===== config.mk =====
export PLATFORM = sky130hd
export DESIGN_NAME = div_unit_flat
export DESIGN_NICKNAME = d
export VERILOG_FILES = /design/src/rtl/div_unit_if.sv /design/src/rtl/div_unit.sv /design/src/flat_wrapper.sv
export SDC_FILE = /design/constraint.sdc
export NUM_CORES = 1
export LEC_CHECK = 0
export ABC_AREA = 0
export BUFFER_PORTS_ARGS = -buffer_cell sky130_fd_sc_hd__clkbuf_2
export CORE_UTILIZATION = 40
export CTS_CLUSTER_SIZE = 10
export DETAILED_ROUTE_END_ITERATION = 7
export GPL_ROUTABILITY_DRIVEN = 0
export PLACE_DENSITY = 0.64
export SLEW_MARGIN = 20
export SYNTH_ARGS = -nofsm -noshare
export SYNTH_HDL_FRONTEND = slang
export SYNTH_SLANG_ARGS = --single-unit

===== constraint.sdc =====
create_clock -name clk -period 4.53 [get_ports clk]
set_input_delay 0.453 -clock clk [delete_from_list [all_inputs] [get_ports clk]]
set_output_delay 0.453 -clock clk [all_outputs]
set_load 0.005 [all_outputs]

===== src/rtl/div_unit_if.sv =====
// div_unit request/response handshake bundle.
// The requester drives the master side, the divider implements the slave side.
interface div_unit_if #(
    parameter int XLEN = 32
);
    logic            in_valid;
    logic            in_ready;
    logic [4:0]      operator;
    logic [XLEN-1:0] operand1;
    logic [XLEN-1:0] operand2;
    logic            out_valid;
    logic            out_ready;
    logic [XLEN-1:0] result;
    logic            result_is_zero;

    modport master (
        output in_valid,
        output operator,
        output operand1,
        output operand2,
        output out_ready,
        input  in_ready,
        input  out_valid,
        input  result,
        input  result_is_zero
    );

    modport slave (
        input  in_valid,
        input  operator,
        input  operand1,
        input  operand2,
        input  out_ready,
        output in_ready,
        output out_valid,
        output result,
        output result_is_zero
    );
endinterface


===== src/rtl/div_unit.sv =====
// div_unit: iterative radix-2 restoring divider for DIV/DIVU/REM/REMU.
// Optional DIV_EARLY_OUT_EN: skip iteration when |dividend| < |divisor|.
module div_unit #(
    parameter int XLEN = 32
) (
    input  logic       clk,
    input  logic       rstn,
    input  logic       flush,
    div_unit_if.slave  bus
);
    localparam logic [4:0] ALU_OPERATOR_DIV  = 5'd12;
    localparam logic [4:0] ALU_OPERATOR_DIVU = 5'd13;
    localparam logic [4:0] ALU_OPERATOR_REM  = 5'd14;
    localparam logic [4:0] ALU_OPERATOR_REMU = 5'd15;

    localparam logic ALU_RESULT_IS_ZERO     = 1'b1;
    localparam logic ALU_RESULT_IS_NOT_ZERO = 1'b0;

    localparam int CW = $clog2(XLEN + 1);

    localparam logic [XLEN-1:0] MIN_NEG = {1'b1, {(XLEN-1){1'b0}}};

    typedef enum logic [1:0] {
        IDLE,
        CALC,
        FIX,
        DONE
    } state_e;

    state_e state_q, state_d;

    logic [4:0]      op_q, op_d;
    logic [XLEN:0]   rem_q, rem_d;
    logic [XLEN-1:0] quo_q, quo_d;
    logic [XLEN-1:0] dvs_q, dvs_d;
    logic [XLEN-1:0] res_q, res_d;
    logic [CW-1:0]   cnt_q, cnt_d;
    logic            zero_q, zero_d;
    logic            q_neg_q, q_neg_d;
    logic            r_neg_q, r_neg_d;

    logic            legal;
    logic            is_signed;
    logic            is_div;
    logic            sign1;
    logic            sign2;
    logic [XLEN-1:0] mag1;
    logic [XLEN-1:0] mag2;
    logic            div_zero;
    logic            ovf;
    logic            spec_hit;
    logic [XLEN-1:0] spec_res;
    logic            early;

    logic [XLEN:0]   shifted;
    logic [XLEN+1:0] trial;
    logic            op_is_div;
    logic            fix_neg;
    logic [XLEN-1:0] fix_sel;
    logic [XLEN-1:0] fix_val;
    logic            rem_msb_unused;

    // Operator decode of the incoming request.
    always_comb begin
        legal     = 1'b1;
        is_signed = 1'b0;
        is_div    = 1'b0;
        unique case (bus.operator)
            ALU_OPERATOR_DIV: begin
                is_signed = 1'b1;
                is_div    = 1'b1;
            end
            ALU_OPERATOR_DIVU: is_div = 1'b1;
            ALU_OPERATOR_REM:  is_signed = 1'b1;
            ALU_OPERATOR_REMU: is_div = 1'b0;
            default:           legal = 1'b0;
        endcase
    end

    assign sign1    = is_signed & bus.operand1[XLEN-1];
    assign sign2    = is_signed & bus.operand2[XLEN-1];
    assign mag1     = sign1 ? ('0 - bus.operand1) : bus.operand1;
    assign mag2     = sign2 ? ('0 - bus.operand2) : bus.operand2;
    assign div_zero = (bus.operand2 == '0);
    assign ovf      = (bus.operand1 == MIN_NEG) && (bus.operand2 == '1);

`ifdef DIV_EARLY_OUT_EN
    assign early = (mag1 < mag2);
`else
    assign early = 1'b0;
`endif

    // Results that bypass iteration: illegal op, divide by zero, overflow.
    always_comb begin
        spec_hit = 1'b1;
        spec_res = '0;
        if (!legal) begin
            spec_res = '0;
        end else if (div_zero) begin
            spec_res = is_div ? '1 : bus.operand1;
        end else if (is_signed && ovf) begin
            spec_res = is_div ? MIN_NEG : '0;
        end else begin
            spec_hit = 1'b0;
        end
    end

    assign shifted        = {rem_q[XLEN-1:0], quo_q[XLEN-1]};
    assign trial          = {1'b0, shifted} - {2'b00, dvs_q};
    assign rem_msb_unused = rem_q[XLEN];

    assign op_is_div = (op_q == ALU_OPERATOR_DIV) ||
                       (op_q == ALU_OPERATOR_DIVU);
    assign fix_neg   = op_is_div ? q_neg_q : r_neg_q;
    assign fix_sel   = op_is_div ? quo_q : rem_q[XLEN-1:0];
    assign fix_val   = fix_neg ? ('0 - fix_sel) : fix_sel;

    // State register.
    always_ff @(posedge clk or negedge rstn) begin
        if (!rstn) begin
            state_q <= IDLE;
        end else begin
            state_q <= state_d;
        end
    end

    // Next-state logic; flush wins over everything.
    always_comb begin
        state_d = state_q;
        if (flush) begin
            state_d = IDLE;
        end else begin
            unique case (state_q)
                IDLE: begin
                    if (bus.in_valid) begin
                        if (spec_hit) begin
                            state_d = DONE;
                        end else if (early) begin
                            state_d = FIX;
                        end else begin
                            state_d = CALC;
                        end
                    end
                end
                CALC: begin
                    if (cnt_q == CW'(1)) begin
                        state_d = FIX;
                    end
                end
                FIX:  state_d = DONE;
                DONE: begin
                    if (bus.out_ready) begin
                        state_d = IDLE;
                    end
                end
            endcase
        end
    end

    // Handshake outputs decoded from the state.
    always_comb begin
        bus.in_ready       = (state_q == IDLE);
        bus.out_valid      = (state_q == DONE);
        bus.result         = res_q;
        bus.result_is_zero = zero_q;
    end

    // Datapath next-state: load at accept, one quotient bit per CALC cycle.
    always_comb begin
        op_d    = op_q;
        rem_d   = rem_q;
        quo_d   = quo_q;
        dvs_d   = dvs_q;
        cnt_d   = cnt_q;
        q_neg_d = q_neg_q;
        r_neg_d = r_neg_q;
        res_d   = res_q;
        zero_d  = zero_q;
        if (!flush) begin
            unique case (state_q)
                IDLE: begin
                    if (bus.in_valid) begin
                        op_d    = bus.operator;
                        dvs_d   = mag2;
                        q_neg_d = sign1 ^ sign2;
                        r_neg_d = sign1;
                        rem_d   = '0;
                        quo_d   = mag1;
                        cnt_d   = CW'(XLEN);
                        if (spec_hit) begin
                            res_d  = spec_res;
                            zero_d = (spec_res == '0) ?
                                     ALU_RESULT_IS_ZERO :
                                     ALU_RESULT_IS_NOT_ZERO;
                        end else if (early) begin
                            rem_d = {1'b0, mag1};
                            quo_d = '0;
                        end
                    end
                end
                CALC: begin
                    if (!trial[XLEN+1]) begin
                        rem_d = trial[XLEN:0];
                        quo_d = {quo_q[XLEN-2:0], 1'b1};
                    end else begin
                        rem_d = shifted;
                        quo_d = {quo_q[XLEN-2:0], 1'b0};
                    end
                    cnt_d = cnt_q - CW'(1);
                end
                FIX: begin
                    res_d  = fix_val;
                    zero_d = (fix_val == '0) ?
                             ALU_RESULT_IS_ZERO :
                             ALU_RESULT_IS_NOT_ZERO;
                end
                DONE: begin
                    res_d = res_q;
                end
            endcase
        end
    end

    // Datapath registers.
    always_ff @(posedge clk or negedge rstn) begin
        if (!rstn) begin
            op_q    <= '0;
            rem_q   <= '0;
            quo_q   <= '0;
            dvs_q   <= '0;
            cnt_q   <= '0;
            q_neg_q <= 1'b0;
            r_neg_q <= 1'b0;
            res_q   <= '0;
            zero_q  <= ALU_RESULT_IS_ZERO;
        end else begin
            op_q    <= op_d;
            rem_q   <= rem_d;
            quo_q   <= quo_d;
            dvs_q   <= dvs_d;
            cnt_q   <= cnt_d;
            q_neg_q <= q_neg_d;
            r_neg_q <= r_neg_d;
            res_q   <= res_d;
            zero_q  <= zero_d;
        end
    end
endmodule


===== src/flat_wrapper.sv =====
// flat-port wrapper written by rule: the top's interface ports become plain ports
module div_unit_flat 
#(
    parameter int XLEN = 32
)
  (clk, rstn, flush, bus_in_valid, bus_operator, bus_operand1, bus_operand2, bus_out_ready, bus_in_ready, bus_out_valid, bus_result, bus_result_is_zero);
  div_unit_if #(.XLEN(XLEN)) bus_i ();
  input  logic clk;
  input  logic rstn;
  input  logic flush;
  input wire logic [$bits(bus_i.in_valid)-1:0] bus_in_valid;
  input wire logic [$bits(bus_i.operator)-1:0] bus_operator;
  input wire logic [$bits(bus_i.operand1)-1:0] bus_operand1;
  input wire logic [$bits(bus_i.operand2)-1:0] bus_operand2;
  input wire logic [$bits(bus_i.out_ready)-1:0] bus_out_ready;
  output wire logic [$bits(bus_i.in_ready)-1:0] bus_in_ready;
  output wire logic [$bits(bus_i.out_valid)-1:0] bus_out_valid;
  output wire logic [$bits(bus_i.result)-1:0] bus_result;
  output wire logic [$bits(bus_i.result_is_zero)-1:0] bus_result_is_zero;
  assign bus_i.in_valid = bus_in_valid;
  assign bus_i.operator = bus_operator;
  assign bus_i.operand1 = bus_operand1;
  assign bus_i.operand2 = bus_operand2;
  assign bus_i.out_ready = bus_out_ready;
  assign bus_in_ready = bus_i.in_ready;
  assign bus_out_valid = bus_i.out_valid;
  assign bus_result = bus_i.result;
  assign bus_result_is_zero = bus_i.result_is_zero;
  div_unit #(.XLEN(XLEN)) u_core (.clk(clk), .rstn(rstn), .flush(flush), .bus(bus_i));
endmodule

Yosys cells after proc, flatten, opt, wreduce, memory -nomap -nowiden
Cells that the tools add are included.

word-level totals
  register bits after elaboration = 144
  bits in latches = 0
  RAM bits = 0
  ROM bits = 0
  input bits = 74
  memories = 0

operators by class
  add/subtract/negate cells = 5
  $mul = 0
  divide/modulo/power cells = 0
  magnitude comparators = 0
  eq/ne operators = 17
  shifts and indexed selects = 0
  multiplexer cells = 38
  bitwise operators = 4
  reduce and logical (&&, ||, !) cells = 16

operators by type and width
  cell                     number
  $mux W32                 14
  $pmux W32 S2             3
  $logic_not A32 Y1        3
  $sub A1 B32 Y32 const A  3
  $eq A32 B32 Y1 const B   2
  $sub A33 B32 Y34         1
  $eq A5 B4 Y1 const B     6
  $mux W1                  12
  $pmux W6 S2              1
  $mux W2                  5
  $reduce_and A3 Y1        3
  $pmux W2 S4              1
  $eq A6 B1 Y1 const B     1
  $mux W6                  1
  $ne A3 B3 Y1 const B     2
  $sub A6 B1 Y6 const B    1
  $eq A2 B2 Y1 const B     2
  $reduce_and A4 Y1        1
  $reduce_bool A2 Y1       2
  $reduce_or A2 Y1         2
  $reduce_or A4 Y1         1
  $ne A3 B2 Y1 const B     1
  $and A1 B1 Y1            2
  $eq A2 B1 Y1 const B     1
  other kinds (8)          9

Logic depth before layout (Yosys ltp)
  depth in word-level cells = 12
  depth in mapped cells = 16

Least setup slack after synthesis
Ideal clock, no wire load.

  path kind = register to register
  start point = register u_core.op_q[2]
  end point = register u_core.zero_q (netlist: u_core.bus.result_is_zero)
  setup time = 77 ps
  data arrival time = 3,396 ps
  slack = 1,057 ps
  cell stages (with the launch flop) = 17
  clock period less this slack = 3,473 ps
  path through = dfrtp_1 > nand4bb_1 > buf_2 > buf_2 > buf_2 > mux2i_1 > ha_1 > clkbuf_1 > inv_1 > nor4_1 > a311oi_2 > xnor2_1 > nor4b_1 > nand3_1 > nor4_1 > nand4_1 > a31oi_1

on the way
  cells in the longest elaborated chain, start to end = 8
  elaborated cells on any way between the ends = 10
  classes of those cells = add/sub (1); eq/ne (2); mux (5); reduce/logical (2)

ends and longest elaborated chain
  element                                 line                              text
  start, declared                         div_unit.sv:32                    logic [4:0] op_q, op_d;
  start signal, assigned                  div_unit.sv:237                   op_q <= op_d;
  $eq A5 B4 Y1, on equally long branches  div_unit.sv:112, div_unit.sv:113
  $logic_or A1 B1 Y1 (*)                  div_unit.sv:112                   assign op_is_div = (op_q == ALU_OPERATOR_DIV) ||
  $mux W32                                div_unit.sv:115                   assign fix_sel = op_is_div ? quo_q : rem_q[XLEN-1:0];
  $sub A1 B32 Y32                         div_unit.sv:116                   assign fix_val = fix_neg ? ('0 - fix_sel) : fix_sel;
  $mux W32 (*)                            div_unit.sv:116
  $logic_not A32 Y1 (*)                   div_unit.sv:213                   zero_d = (fix_val == '0) ?
  $mux W1 (*)                             div_unit.sv:213
  $pmux W1 S2 (*)                         div_unit.sv:180                   unique case (state_q)
  end signal, assigned                    div_unit.sv:245                   zero_q <= zero_d;
  end, declared                           div_unit.sv:38                    logic zero_q, zero_d;

Mark *: on every way between the ends. The rest lies on a longest branch, timed or not.
A chain may end at the register's enable or synchronous reset.

Worst setup path in the final report
  start point = register u_core.op_q[4]
  end point = register u_core.zero_q (netlist: u_core.bus.result_is_zero)

Same word-level chain as after synthesis.

==> results.yml <==
floorplanning:
  core_area_sq_um: 27300
  io_pins: 109
  die_y_microns: 170
  row_count: 60
  start_util_pct: 41.2
  die_area_sq_um: 28800
  die_w_microns: 170
grt:
  antenna_found_initial: 0
  grt_pass1_vias: 10118
  grt_pass1_wl_microns: 54000
  gr-total-overflow: 0
  grt_util_all_layers_pct: 23.7
  grt_max_degree: 74
cts:
  cts_tree: "yes"
  numCtsBuffers: 17
  clock_latency_ns: 0.43
  htreeDepth: 4
  cts_setup_buffers: 0
  clockBufferDepth: 2
  cts_hold_buf: 0
  cts.repair.resized: 0
  root_buffer: "clkbuf_16"
  clock-sinks: 143
  clkTransAtPathRegs_ns: 0.06
finish:
  antenna_cells: 0
  drive_above_1_share_pct: 12.5
  fin_nets: 1606
  fin_cells: 1873
  area_growth_pct: 12.9
synthesis:
  yosysTopAreaCell: "dfrtp_1"
  ys.flop_type: "dfrtp_1"
  synth_cell_types: 72
  synth_edf_count: 0
  yosys-top-cells-area: "dfrtp_1, a21oi_1, o21ai_0"
  yosysSeqAreaShare_pct: 31.8
  synth-seq-cells: 143
  synth_fp_nets: 1542
  ys_async_sr_fraction_pct: 100
  syn_area_sq_um: 11200
  postSynthAreaPerCell_sq_um: 7.89
  synth_warnings: 0
  yosys.area.top_type_share_pct: 31.6
  synth_cells: 1425
sta:
  rsz0062_at_grt: "no"
  skew_ns: 0.0110
  min_period_over_period_pct: 84.5
  setup_ws_ns: 0.701
  setup_violations: 0
  drv_slew: 0
  whs_ns: 0.0366
  tightest_slew_ns: 0.893
  tns_ns: 0
  clock.fmax_ghz: 0.261
  fin_crit_ns: 3.83
  slew_headroom_pct: 40.3
  hold_viol: 0
place:
  dp_slack_ns: 0.766
  port-buffer-count: 108
  dpl.cell_count: 1842
  dp_hpwl_microns: 25200
critical_path:
  cp-start-kind: "flop"
  critPathMaxFanout: 18
  r2r_start: "u_core.op_q[4]"
  crit_path_start: "u_core.op_q[4]"
  critPathKind: "flop to flop"
  cp.arrival_ns: 4.18
  ff2ff_setup_slack_ns: 0.70
  required_ns: 4.89
  cp-end-kind: "flop"
route:
  drc_errors: 0
  vias: 10854
  routedWlPerCell_microns: 18.0
  wl_microns: 33700
  viasPerCell: 5.79
  dr.first_iter.drc_count: 832
  dr.pass1.iters: 5
  final_antenna_net_count: 0
pwr:
  power.density_nw_per_um2: 705
  p_leak_uw: 0.00536
  total_power_uw: 8940
  ir_drop_v: 0.000346
hold_path:
  min_path_type: "input port to asynchronous set/reset pin"
outcome:
  outcome: "completed"
flow_run:
  drv_cap: 0
state kept, by name, indices dropped and copies added, names as in the netlist:
register and flops:
u_core.bus.result_is_zero 1, u_core.op_q 4, u_core.cnt_q 6, u_core.dvs_q 32, u_core.r_neg_q 1, u_core.quo_q 32, u_core.bus.result 32, u_core.rem_q 32
u_core.q_neg_q 1, u_core.state_q 2
routing by layer:
metal / GRT usage [%] / wire length, microns / part of all wire (%)
met4: 8.73 / 972 / 2.9
met3: 3.96 / 1590 / 4.7
met5: 0 / 0 / 0
met1: 30.6 / 14600 / 43
met2: 39.6 / 16500 / 49
report_power, final:
group          internal [uW]  total [uW]  switching, uW
Clock                    880        1440            565
Sequential              1840        2490            651
Combinational           2040        5010           2970
synth_stat cells (all sizes together), types with 8 or more instances:
cell type,n
or3,18
xor2,64
a31oi,8
xnor2,57
nand2,132
nor3,71
a21oi,145
nand4,22
mux2i,49
a21o,9
nor4,28
o21ai,126
inv,58
mux2,8
clkbuf,65
nor2b,31
nor2,135
and3,11
ha,42
o22ai,28
dfrtp,142
buf,19
nand3,24
o31ai,18
critical path: stages, from the launching register on:
cell	delay, ns
dfrtp_1	0.38
and4bb_2	0.59
nor2_1	0.08
a21oi_1	0.24
ha_1	0.42
inv_1	0.18
nor4_1	0.38
a311oi_2	0.09
xnor2_1	0.18
nor4b_1	0.30
nand3_1	0.14
nor4_1	0.44
nand4_1	0.14
a31oi_1	0.19
path summary, 6_finish.rpt:
kind / end / depth (start not counted)
setup / recovery: u_core.bus.result_is_zero / 13
hold / removal: u_core.dvs_q[26] / 1
setup reg to reg: u_core.bus.result_is_zero / 13
hold reg to reg: u_core.dvs_q[9] / 2
max in group asynchronous: u_core.r_neg_q / 2
min in group clk: u_core.state_q[1] / 2
stage by stage:
stage | cell area, sq um | util, %
CTS | 12700 | 46.6
detailed placement | 12100 | 44.3
finish | 12700 | 46.6
global placement | 12100 | 44.3
global route | 12700 | 46.6
floorplan | 11200 | -
cell families (layout without fill, tap and decap cells):
logic type / Yosys count / count (layout) / synth area share, %
flip-flops: 143 / 143 / 31.8
AND/OR/NAND/NOR: 518 / 518 / 22.5
AO/OA/AOI/OAI: 401 / 401 / 21.1
buffers and inverters: 142 / 218 / 5.00
adder cells (fa/ha/maj): 43 / 43 / 4.85
multiplexers: 57 / 57 / 5.20
XOR/XNOR: 121 / 121 / 9.43
area by class of cell:
class | count | area [sq um]
inverters | 58 | 218
flip-flops and latches | 143 | 3580
fillers | 2698 | 14600
clock buffers | 22 | 494
well taps | 372 | 465
multi-input cells | 1140 | 7120
clock inverters | 9 | 106
repair buffers | 129 | 704
cells in the final DEF, fill, tap and decap left out, drive strengths merged, types with 4 or more instances in the layout:
| cell | netlist | routed |
|---|---|---|
| mux2i | 49 | 49 |
| a211oi | 5 | 5 |
| a31oi | 8 | 8 |
| nand3 | 24 | 24 |
| nor2 | 135 | 135 |
| inv | 58 | 59 |
| o211ai | 6 | 6 |
| o41ai | 7 | 7 |
| clkbuf | 65 | 129 |
| xor2 | 64 | 64 |
| and3 | 11 | 11 |
| nor4 | 28 | 28 |
| a311oi | 4 | 4 |
| a21o | 9 | 9 |
| and2 | 7 | 7 |
| a22o | 6 | 6 |
| a21oi | 145 | 145 |
| nor2b | 31 | 31 |
| o31a | 5 | 5 |
| nand2 | 132 | 132 |
| xnor2 | 57 | 57 |
| or4 | 7 | 7 |
| dfrtp | 142 | 142 |
| buf | 19 | 22 |
| or2 | 4 | 4 |
| nor3 | 71 | 71 |
| o22ai | 28 | 28 |
| or3 | 18 | 18 |
| a221oi | 5 | 5 |
| nand2b | 7 | 7 |
| o311ai | 5 | 5 |
| o31ai | 18 | 18 |
| mux2 | 8 | 8 |
| o21ai | 126 | 126 |
| ha | 42 | 42 |
| o21a | 5 | 5 |
| nand4 | 22 | 22 |
Power figures use the tool's default switching activity.
